## src/rtl/seq_piso_serializer.sv

```systemverilog
// seq_piso_serializer
// Parallel-in / serial-out feeder for a 0110 sequence detector. Words arrive
// through a valid/ready handshake into a one-word holding buffer and are
// shifted out MSB first, one bit per clock. The holding buffer lets the next
// word be reloaded on the same edge that the last bit of the current word
// retires, so a well-fed stream has no idle bits between words. When nothing
// is shifting, dout rests at IDLE_BIT.
//
// Handshake: a transfer happens on a rising edge where data_valid and
// data_ready are both high; data_in is sampled only on that edge. data_ready
// is simply "holding buffer empty" (and low while reset is asserted). The
// producer may change or withdraw data_valid/data_in freely between transfers.

module seq_piso_serializer #(
    parameter int   WIDTH    = 8,
    parameter logic IDLE_BIT = 1'b1
) (
    input  logic             clk,
    input  logic             reset,
    input  logic [WIDTH-1:0] data_in,
    input  logic             data_valid,
    output logic             data_ready,
    output logic             dout,
    output logic             bit_valid,
    output logic             frame_start,
    output logic             busy,
    output logic             dbg_state
);

    localparam int CNT_W = (WIDTH > 2) ? $clog2(WIDTH) : 1;
    localparam logic [CNT_W-1:0] CNT_LAST = CNT_W'(WIDTH - 1);

    typedef enum logic {
        ST_IDLE  = 1'b0,
        ST_SHIFT = 1'b1
    } state_t;

    state_t           state;
    state_t           state_next;
    logic [WIDTH-1:0] hbuf;
    logic             hvalid;
    logic [WIDTH-1:0] sreg;
    logic [CNT_W-1:0] cnt;

    // Control strobes produced by the FSM for the datapath registers.
    logic             accept;
    logic             load;
    logic             shift;

    // Buffer can take a word whenever it is empty; held low during reset.
    always_comb begin
        data_ready = reset && !hvalid;
        accept     = data_valid && data_ready;
    end

    // FSM state register.
    always_ff @(posedge clk or negedge reset) begin
        if (!reset) begin
            state <= ST_IDLE;
        end else begin
            state <= state_next;
        end
    end

    // Next-state logic: decide whether to load the buffered word, shift, or go idle.
    always_comb begin
        state_next = state;
        load       = 1'b0;
        shift      = 1'b0;
        case (state)
            ST_IDLE: begin
                if (hvalid) begin
                    load       = 1'b1;
                    state_next = ST_SHIFT;
                end
            end
            ST_SHIFT: begin
                if (cnt != CNT_LAST) begin
                    shift = 1'b1;
                end else if (hvalid) begin
                    // Last bit of this word: chain straight into the next one.
                    load = 1'b1;
                end else begin
                    state_next = ST_IDLE;
                end
            end
            default: begin
                state_next = ST_IDLE;
            end
        endcase
    end

    // Holding buffer. Accept and load never coincide: a load needs hvalid=1,
    // which keeps data_ready low on that same edge.
    always_ff @(posedge clk or negedge reset) begin
        if (!reset) begin
            hbuf   <= '0;
            hvalid <= 1'b0;
        end else if (accept) begin
            hbuf   <= data_in;
            hvalid <= 1'b1;
        end else if (load) begin
            hvalid <= 1'b0;
        end
    end

    // Shift register and bit counter for the word on the wire.
    always_ff @(posedge clk or negedge reset) begin
        if (!reset) begin
            sreg <= '0;
            cnt  <= '0;
        end else if (load) begin
            sreg <= hbuf;
            cnt  <= '0;
        end else if (shift) begin
            sreg <= {sreg[WIDTH-2:0], 1'b0};
            cnt  <= cnt + CNT_W'(1);
        end
    end

    // Serial outputs depend on registered state only.
    always_comb begin
        dout        = IDLE_BIT;
        bit_valid   = 1'b0;
        frame_start = 1'b0;
        if (state == ST_SHIFT) begin
            dout        = sreg[WIDTH-1];
            bit_valid   = 1'b1;
            frame_start = (cnt == '0);
        end
        busy      = (state == ST_SHIFT) || hvalid;
        dbg_state = state;
    end

endmodule
```

## config.mk

```make
export PLATFORM = sky130hd
export DESIGN_NAME = seq_piso_serializer
export DESIGN_NICKNAME = d
export VERILOG_FILES = /design/src/rtl/seq_piso_serializer.sv
export SDC_FILE = /design/constraint.sdc
export NUM_CORES = 1
export LEC_CHECK = 0
export BUFFER_PORTS_ARGS = -buffer_cell sky130_fd_sc_hd__buf_2
export CAP_MARGIN = 20
export CORE_ASPECT_RATIO = 0.75
export CORE_UTILIZATION = 53
export CTS_CLUSTER_DIAMETER = 40
export DETAILED_ROUTE_END_ITERATION = 10
export MAX_ROUTING_LAYER = met4
export PLACE_DENSITY = 0.87
export SLEW_MARGIN = 20
export SYNTH_ARGS = -nofsm -noshare
export SYNTH_HDL_FRONTEND = slang
export SYNTH_SLANG_ARGS = --single-unit
```

## constraint.sdc

```tcl
create_clock -name clk -period 1.65 [get_ports clk]
set_input_delay 0.4125 -clock clk [delete_from_list [all_inputs] [get_ports clk]]
set_output_delay 0.4125 -clock clk [all_outputs]
set_load 0.005 [all_outputs]
```

# --- Word level (Yosys, flattened, before mapping) ---
# Cells that the tools add are included.
# W data, S select, Z words.
word_totals:
  regBits: 21
  inputBits: 11
  output_inout_bits: 6
  wordCells: 31
op_classes:
  n_addsub: 1
  n_eq_ne: 1
  muxes: 16
  bitwise_logic: 1
  reduce_logical: 7
ops:
  columns: ["operator", "n"]
  rows:
  - ["$mux W8", 2]
  - ["$mux W1", 10]
  - ["$mux W3", 2]
  - ["$pmux W1 S2", 2]
  - ["$reduce_bool A2 Y1", 2]
  - ["$add A3 B1 Y3 const B", 1]
  - ["$logic_not A3 Y1", 1]
  - ["$ne A3 B3 Y1 const B", 1]
  - ["$logic_and A1 B1 Y1", 2]
  - ["$logic_not A1 Y1", 1]
  - ["$logic_or A1 B1 Y1", 1]
  - ["$not A1 Y1", 1]

# --- Longest topological paths before layout ---
# Gate-level depths: netlist of run 1.
depth:
  depth_word: 5
  ltp_mapped: 6

# --- Worst setup path after synthesis of run 1 ---
# OpenSTA, ideal clock, no wires.
synth_path:
  path_type: "register to output"
  start: "reg hvalid"
  end: "out busy"
  arrival_ns: 0.866
  required_time_ns: 1.237
  setup_slack_ns: 0.372
  path_stages_with_launch: 3
  n_path_buf: 1
  path_cell_list: "dfrtp_1 > buf_6 > or2_2"
synth_via:
  elab_chain_len: 1
synth_rtl:
  columns: ["element", "line_no", "rtl"]
  rows:
  - ["start, declared", "41", "logic hvalid;"]
  - ["start signal, assigned", "98", "hvalid <= 1'b0;"]
  - ["start signal, assigned", "101", "hvalid <= 1'b1;"]
  - ["start signal, assigned", "103", "hvalid <= 1'b0;"]
  - ["$logic_or A1 B1 Y1", "131", "busy = (state == ST_SHIFT) || hvalid;"]
  - ["end, declared", "26", "output logic busy,"]
# No other way between the ends.

# --- Final worst setup path of run 1 ---
layout_path:
  start: "reg cnt[0]"
  end: "out frame_start"
layout_via:
  elab_chain_len: 2
layout_rtl:
  columns: ["element", "line_no", "rtl"]
  rows:
  - ["start, declared", "43", "logic [CNT_W-1:0] cnt;"]
  - ["start signal, assigned", "117", "cnt <= cnt + CNT_W'(1);"]
  - ["$logic_not A3 Y1", "129", "frame_start = (cnt == '0);"]
  - ["$mux W1", "126", "if (state == ST_SHIFT) begin"]
  - ["end, declared", "25", "output logic frame_start,"]
# No other way between the ends.

==> results of run 1 <==
synth_stat cells (all sizes together) (2+ instances only):
cell type / instances / area [um2]
buf: 4 / 28.78
dfrtp: 21 / 525.5
ha: 3 / 37.54
inv: 2 / 7.510
mux2: 8 / 120.1
mux2i: 8 / 80.08
nand2: 13 / 56.30
nand2b: 2 / 12.51
nor2b: 2 / 27.53
o21ai: 9 / 45.04
or2: 2 / 12.51
state kept, by name, indices dropped and copies added, names as in the netlist:
name / cells
hbuf: 8
hvalid: 1
cnt: 3
sreg: 8
dbg_state: 1
worst register-to-register path, delay by kind of cell, from the launching register on:
| family | cells | cell delay, ns |
|---|---|---|
| flops | 1 | 0.42 |
| fa+ha+maj | 2 | 0.40 |
| buf+inv | 2 | 0.31 |
| simple gates | 1 | 0.20 |
| compound gates | 1 | 0.11 |
layer usage:
| layer | up-vias | track usage | wire length (um) |
|---|---|---|---|
| met5 | - | - | 0 |
| met1 | 294 | 0.2425 | 750 |
| met4 | 0 | 0.08108 | 19 |
| li1 | 306 | - | - |
| met2 | 18 | 0.2987 | 765 |
| met3 | 5 | 0.07059 | 90 |
through the flow:
step	power, uW	util	cells	setup slack (ns)
2_1_floorplan	1530	-	77	0.3718
3_3_place_gp	1682	0.6234	114	0.2869
3_5_place_dp	1732	0.6234	114	0.2072
4_1_cts	2017	0.6437	119	0.003588
5_1_grt	2271	0.6662	122	-0.01207
6_report	2096	0.6662	122	0.04291
area by class of cell:
class | instances | area [um2] | share of cell area
Sequential cell | 21 | 525.5 | 0.4575
Clock inverter | 1 | 5.005 | 0.004357
Tap cell | 22 | 27.53 | 0.02397
Clock buffer | 3 | 22.52 | 0.01961
Timing Repair Buffer | 23 | 136.4 | 0.1187
Multi-Input combinational cell | 50 | 424.2 | 0.3693
Inverter | 2 | 7.507 | 0.006536
cells by family after synthesis:
group                    share of synthesized area
adder cells (fa/ha/maj)                    0.03856
AND/OR/NAND/NOR                             0.1247
multiplexers                                0.2057
buffers and inverters                      0.03728
flip-flops                                  0.5398
AO/OA/AOI/OAI                              0.05398
path summary, 6_finish.rpt:
check	slack, ns	to	from	depth (start not counted)
min in group clk	0.32	hbuf[5]	data_in[5]	2
worst min-delay path	0.06	sreg[5]	reset	2
max in group asynchronous	1.38	sreg[4]	reset	2
worst min register to register	0.50	sreg[2]	sreg[1]	2
worst max-delay path	0.04	frame_start	cnt[0]	4
worst max register to register	0.11	sreg[3]	cnt[0]	6
power groups by stage:
stage	logic, uW	registers [uW]	clock network [uW]
after floorplan	668	862	0
after global placement	799	883	0
after detailed placement	834	898	0
after CTS	868	888	260
after global routing	1070	923	281
final	958	887	251
repair_timing:
item,4_1_cts,5_1_grt
gates resized for setup,1,4
endpoints found under the hold margin,0,0
gates cloned,0,0
endpoints found under the setup margin,1,7
pin swaps,0,1
buffers inserted,1,3
==> results.cfg, run 1 <==
[final_layout]
fin_area_um2 = 1149
area.growth.synth_to_final_pct = 17.99
final_cell_mix = dfrtp_1, buf_2, nand2_1, o21ai_0
antennaDiodeCount = 0
final.fill_count = 140
fin_nets = 115
drive_gt1_frac = 0.4300
layout_commonest_cell = dfrtp_1

[timing]
fin_crit_ns = 1.607
hold_ws_ns = 0.06128
hold_violations = 0
setup_viol = 0
slew_viol_final = 0
fmax_mhz = 622.2
rsz0062_at_grt = yes
tightest_slew_ns = 0.2685
fin_skew_ns = 0.001367
finalCritPeriodShare = 0.9740
slew_headroom = 0.8210
setup_tns_ns = 0

[logic_synthesis]
synth-edff-count = 0
async_flop_share = 1.000
synth.distinct_cells = 17
synth-main-ff-cell = dfrtp_1
ys_ff_latch = 21
syn_area_per_cell_um2 = 12.64
yosysSeqAreaShare = 0.5398
yosys_warnings = 0
syn_nets = 91
synth_cells = 77
syn-cell-area_um2 = 973.4

[global_route]
overflow = 0
grt_max_degree = 22
grt_pass1_vias = 536
track_usage = 0.1971
grt_pass1_wl_um = 2573
antenna_found_initial = 0

[worst_setup_path]
cp_data_arrival_time_ns = 1.19
path_max_fanout = 2
slowest_stage = dfrtp_1
slowest_delay_ns = 0.40
critPathTopFamily = flip-flops
cp-end-kind = output pin
crit_path_start_kind = register
cp_num_buf_inv = 2
crit_required_ns = 1.24
crit_type = register to output pin
crit_path_cell_trace = inv_2, ha_4, and3b_1, buf_2

[place]
placed_cell_area_um2 = 1075
portBuffers = 16
routabilityCongestion = 0.7534
dpl.hpwl_um = 1078

[pwr]
internal_power_uw = 1368
leakagePower_uw = 0.0006109
p_clk_frac = 0.120
pwr_density_cell_nw_per_um2 = 1825
comb_power_share = 0.457
switching_share = 0.3474
seqPwrFrac = 0.423
power.switching_uw = 728.2
ir_worst_vdd_mv = 1.024

[die]
die_area_um2 = 2014
io_pins = 17
fp.dieW_um = 51.49
die_y_um = 39.12
coreArea_um2 = 1724
rows = 13
initial_utilization = 0.5646

[cts]
root_buffer = clkbuf_4
cts_num_sinks = 21
clk_pin_slew_ns = 0.11
clockBufferDepth = 2
cts_made_buffers = 3
htreeDepth = 1
ctsHoldBuffers = 0
insertion_delay_ns = 0.31
cts_tree = done

[drt]
drc = 0
wl_um = 1626
first_pass_iters = 4
drt_iter0_markers = 4
via_per_inst = 5.107
antenna_left = 0
vias = 623
wl_per_cell_um = 13.33

[worst_hold_path]
min_path_type = input port to asynchronous set/reset pin

[flow_run]
maxCapViolCount = 0

[status]
status = completed
(Power assumes the default switching activity.)
==> run 2: changes to the inputs <==
--- a/config.mk
+++ b/config.mk
@@ -13,6 +13,7 @@
 export DETAILED_ROUTE_END_ITERATION = 10
 export MAX_ROUTING_LAYER = met4
 export PLACE_DENSITY = 0.87
+export RECOVER_POWER = 50
 export SLEW_MARGIN = 20
 export SYNTH_ARGS = -nofsm -noshare
 export SYNTH_HDL_FRONTEND = slang
==> run 2 against run 1 <==
Critical path depth stayed put. Register-to-register slack barely moved. Sequential share of layout area grew 0.61 points. Via count shrank 0.16%. Non-clock buffer count did not move. Highest routed layer unchanged. Critical path type unchanged.
==> results.cfg, run 2 (synthesis gave the netlist of run 1 again) <==
[timing]
rsz0062_at_grt = yes
fmax_mhz = 622.3
fin_crit_ns = 1.607
finalCritPeriodShare = 0.9740
tightest_slew_ns = 1.120
slew_headroom = 0.2533
setup_viol = 0
hold_ws_ns = 0.3095
slew_viol_final = 0
postLayoutSetupSlackWorst_ns = 0.04296
hold_violations = 0
fin_skew_ns = 0.001657

[worst_setup_path]
crit_path_start_kind = register
critPathTopFamily = flip-flops
slowest_stage = dfrtp_1
slowest_delay_ns = 0.40
crit_required_ns = 1.24
cp_num_buf_inv = 2
crit_path_cell_trace = inv_2, ha_4, and3b_1, buf_2
rrSetupSlack_ns = 0.11
cp_data_arrival_time_ns = 1.19
crit_type = register to output pin
cp-end-kind = output pin
path_max_fanout = 2

[place]
dp.cells = 114
dpl.hpwl_um = 1078
portBuffers = 16
routabilityCongestion = 0.7534
dp_slack_ns = 0.2072

[status]
status = completed

[die]
initial_utilization = 0.5646
io_pins = 17
fp.dieW_um = 51.49
die_area_um2 = 2014
die_y_um = 39.12
coreArea_um2 = 1724
rows = 13

[pwr]
internal_power_uw = 1355
leakagePower_uw = 0.0005951
p_clk_frac = 0.121
switching_share = 0.3480
comb_power_share = 0.452
ir_worst_vdd_mv = 1.025
pwr_density_cell_nw_per_um2 = 1833
power.switching_uw = 723.3
seqPwrFrac = 0.427

[final_layout]
final_core_util = 0.6575
reg.largest.list = hbuf: 8 flops, sreg: 8 flops, cnt: 3 flops
area.growth.synth_to_final_pct = 16.45
stdcell_count = 122
antennaDiodeCount = 0
layout_commonest_cell = dfrtp_1
final_cell_mix = dfrtp_1, buf_2, nand2_1, o21ai_0, mux2i_1
fin_nets = 115
drive_gt1_frac = 0.4000

[drt]
vias = 622
via_per_inst = 5.098
drt_iter0_markers = 4
antenna_left = 0
first_pass_iters = 4
drc = 0
wl_um = 1622
wl_per_cell_um = 13.30

[global_route]
overflow = 0
grt_pass1_wl_um = 2573
grt_pass1_vias = 536
antenna_found_initial = 0
grt_max_degree = 22
track_usage = 0.1971

[cts]
root_buffer = clkbuf_4
insertion_delay_ns = 0.31
cts_made_buffers = 3
clk_pin_slew_ns = 0.11
cts_tree = done
clockBufferDepth = 2
ctsHoldBuffers = 0
cts_num_sinks = 21
htreeDepth = 1

[flow_run]
maxCapViolCount = 0

[worst_hold_path]
min_path_type = input port to register
==> run 2: stage by stage <==
| stage | TNS, ns | instance area (um2) | total power [uW] |
|---|---|---|---|
| floorplan | 0 | 973.4 | 1530 |
| global placement | 0 | 1075 | 1682 |
| global route | -0.01207 | 1134 | 2252 |
| detailed placement | 0 | 1075 | 1732 |
| finish | 0 | 1134 | 2078 |
| CTS | 0 | 1110 | 2017 |
==> run 2: path summary, 6_finish.rpt <==
kind | cells after the start | to | start
setup reg to reg | 6 | sreg[3] | cnt[0]
min in group asynchronous | 2 | sreg[5] | reset
hold / removal | 2 | hbuf[0] | data_in[0]
setup / recovery | 4 | frame_start | cnt[0]
max in group asynchronous | 2 | cnt[1] | reset
hold reg to reg | 2 | sreg[2] | sreg[1]
==> run 2: layer usage <==
layer | GRT usage | vias to the layer above | wire length (um)
met4 | 0.08108 | 0 | 19
met5 | - | - | 0
met2 | 0.2987 | 18 | 770
met1 | 0.2425 | 293 | 742
met3 | 0.07059 | 5 | 90
li1 | - | 306 | -
==> run 2: timing repair <==
action | 4_1_cts | 5_1_grt
gates resized for setup | 1 | 4
setup endpoints to repair | 1 | 7
pin swaps | 0 | 1
setup buffers | 1 | 3
==> run 2: layout make-up <==
cell class	count	area [um2]
Tap cell	22	27.53
Sequential cell	21	525.5
Fill cell	145	590.6
Clock inverter	1	5.005
Multi-Input combinational cell	50	412.9
Timing Repair Buffer	23	132.6
Clock buffer	3	22.52
Inverter	2	7.507
==> run 2: power groups by stage <==
stage                     clock (uW)  sequential [uW]  combinational, uW
after floorplan                    0              862                668
after CTS                        260              888                868
after detailed placement           0              898                834
after global routing             281              922               1050
final                            251              887                940
after global placement             0              883                799
==> run 3: changes to the inputs <==
--- a/config.mk
+++ b/config.mk
@@ -7,12 +7,11 @@
 export LEC_CHECK = 0
 export BUFFER_PORTS_ARGS = -buffer_cell sky130_fd_sc_hd__buf_2
 export CAP_MARGIN = 20
-export CORE_ASPECT_RATIO = 0.75
-export CORE_UTILIZATION = 53
+export CORE_UTILIZATION = 57
 export CTS_CLUSTER_DIAMETER = 40
 export DETAILED_ROUTE_END_ITERATION = 10
 export MAX_ROUTING_LAYER = met4
-export PLACE_DENSITY = 0.87
+export PLACE_DENSITY = 0.92
 export RECOVER_POWER = 50
 export SLEW_MARGIN = 20
 export SYNTH_ARGS = -nofsm -noshare
==> constraint.sdc (replaced) <==
create_clock -name clk -period 1.9 [get_ports clk]
set_input_delay 0.475 -clock clk [delete_from_list [all_inputs] [get_ports clk]]
set_output_delay 0.475 -clock clk [all_outputs]
set_load 0.005 [all_outputs]
==> run 3 against run 2 <==
The run now ends with DRC left. Design area shrank 6.1%. Clock-buffer cell count is the same. Sequential share of layout area grew 3.0 points. Sequential power shrank 11%. Die area shrank 6.8%. Clock skew grew 0.0059 ns. Non-clock buffer count shrank 5. Utilization grew 2.6 points. First-iteration DRC count grew to 3.8 times the previous value. Register-to-register slack gained 0.23 ns. Worst hold slack gained 0.063 ns. Worst setup slack gained 0.17 ns.
==> results.cfg, run 3 (synthesis gave the netlist of run 1 again) <==
[drt]
drc = 3
via_per_inst = 5.441
wl_per_cell_um = 14.07
vias = 604
antenna_left = 0
wl_um = 1562
first_pass_iters = 9
drt_iter0_markers = 15

[worst_hold_path]
min_path_type = input port to register

[final_layout]
drive_gt1_frac = 0.3263
area.growth.synth_to_final_pct = 9.383
layout_commonest_cell = dfrtp_1
final_core_util = 0.6830
reg.largest.list = hbuf: 8 flops, sreg: 8 flops, cnt: 3 flops
fin_nets = 110
stdcell_count = 111
antennaDiodeCount = 0
final_cell_mix = dfrtp_1, buf_2, nand2_1, o21ai_0, mux2i_1
final.fill_count = 129

[die]
die_y_um = 43.33
coreArea_um2 = 1559
initial_utilization = 0.6244
rows = 14
fp.dieW_um = 43.33
io_pins = 17
die_area_um2 = 1877

[cts]
insertion_delay_ns = 0.30
ctsHoldBuffers = 0
cts_num_sinks = 21
root_buffer = clkbuf_4
htreeDepth = 1
post_cts_buffers = 0
clk_pin_slew_ns = 0.12
cts_tree = done
clockBufferDepth = 2
cts_resized = 0
cts_made_buffers = 3

[timing]
hold_violations = 0
fin_skew_ns = 0.007605
slew_viol_final = 0
rsz0062_at_grt = no
setup_tns_ns = 0
fin_crit_ns = 1.687
slew_headroom = 0.2609
postLayoutSetupSlackWorst_ns = 0.2132
finalCritPeriodShare = 0.8878
setup_viol = 0
fmax_mhz = 592.8
tightest_slew_ns = 1.109

[global_route]
grt_pass1_vias = 611
grt_max_degree = 23
grt_pass1_wl_um = 2829
track_usage = 0.2234
overflow = 0
antenna_found_initial = 0

[pwr]
pwr_density_cell_nw_per_um2 = 1550
leakagePower_uw = 0.0005675
ir_worst_vdd_mv = 0.9219

[worst_setup_path]
crit_path_start_kind = register
path_max_fanout = 8
rrSetupSlack_ns = 0.34
crit_required_ns = 1.42
crit_type = register to output pin
cp-end-kind = output pin
cp_data_arrival_time_ns = 1.21

[place]
dp.cells = 107
routabilityCongestion = 0.7034
dp_slack_ns = 0.3730
portBuffers = 16
dpl.hpwl_um = 1126

[flow_run]
maxCapViolCount = 0

[status]
status = finished, violations left
violations = DRC
-- run 3: metal layers --
metal / vias to the layer above / track usage / part of all wire
li1: 291 / - / -
met1: 285 / 0.2768 / 0.44
met2: 22 / 0.3455 / 0.48
met3: 6 / 0.02553 / 0.042
met4: 0 / 0.1438 / 0.032
met5: - / - / 0
-- run 3: area by class of cell --
| type | instances | area (um2) | area share |
|---|---|---|---|
| clock buffers | 3 | 22.52 | 0.02115 |
| inverters | 2 | 7.507 | 0.007051 |
| clock inverters | 1 | 5.005 | 0.004700 |
| well taps | 16 | 20.02 | 0.01880 |
| repair buffers | 18 | 91.34 | 0.08578 |
| multi-input cells | 50 | 392.9 | 0.3690 |
| flip-flops and latches | 21 | 525.5 | 0.4935 |
-- run 3: worst paths after layout --
| kind | to | start | depth (start not counted) |
|---|---|---|---|
| setup / recovery | busy | hvalid | 2 |
| hold / removal | hbuf[3] | data_in[3] | 2 |
| setup reg to reg | hbuf[3] | hvalid | 3 |
| hold reg to reg | sreg[1] | sreg[0] | 2 |
| max in group asynchronous | cnt[2] | reset | 2 |
| min in group asynchronous | hbuf[7] | reset | 2 |
-- run 3: stage by stage --
step	hold WS, ns	cell area, um2	total power [uW]
2_1_floorplan	0.1794	973.4	1329
3_3_place_gp	0.4622	1060	1431
3_5_place_dp	0.4731	1060	1487
4_1_cts	0.1298	1087	1701
5_1_grt	0.3646	1065	1794
6_report	0.3724	1065	1651
-- run 3: worst max-delay path: stages (launching register included) --
cell	delay, ns
dfrtp_1	0.49
or2_2	0.30
buf_2	0.12
-- run 3: where the power goes --
group          switching (uW)  internal, uW  total [uW]  leakage, uW
Clock                     131          78.5         209    0.0000177
Sequential                141           645         786     0.000258
Combinational             299           357         656     0.000292
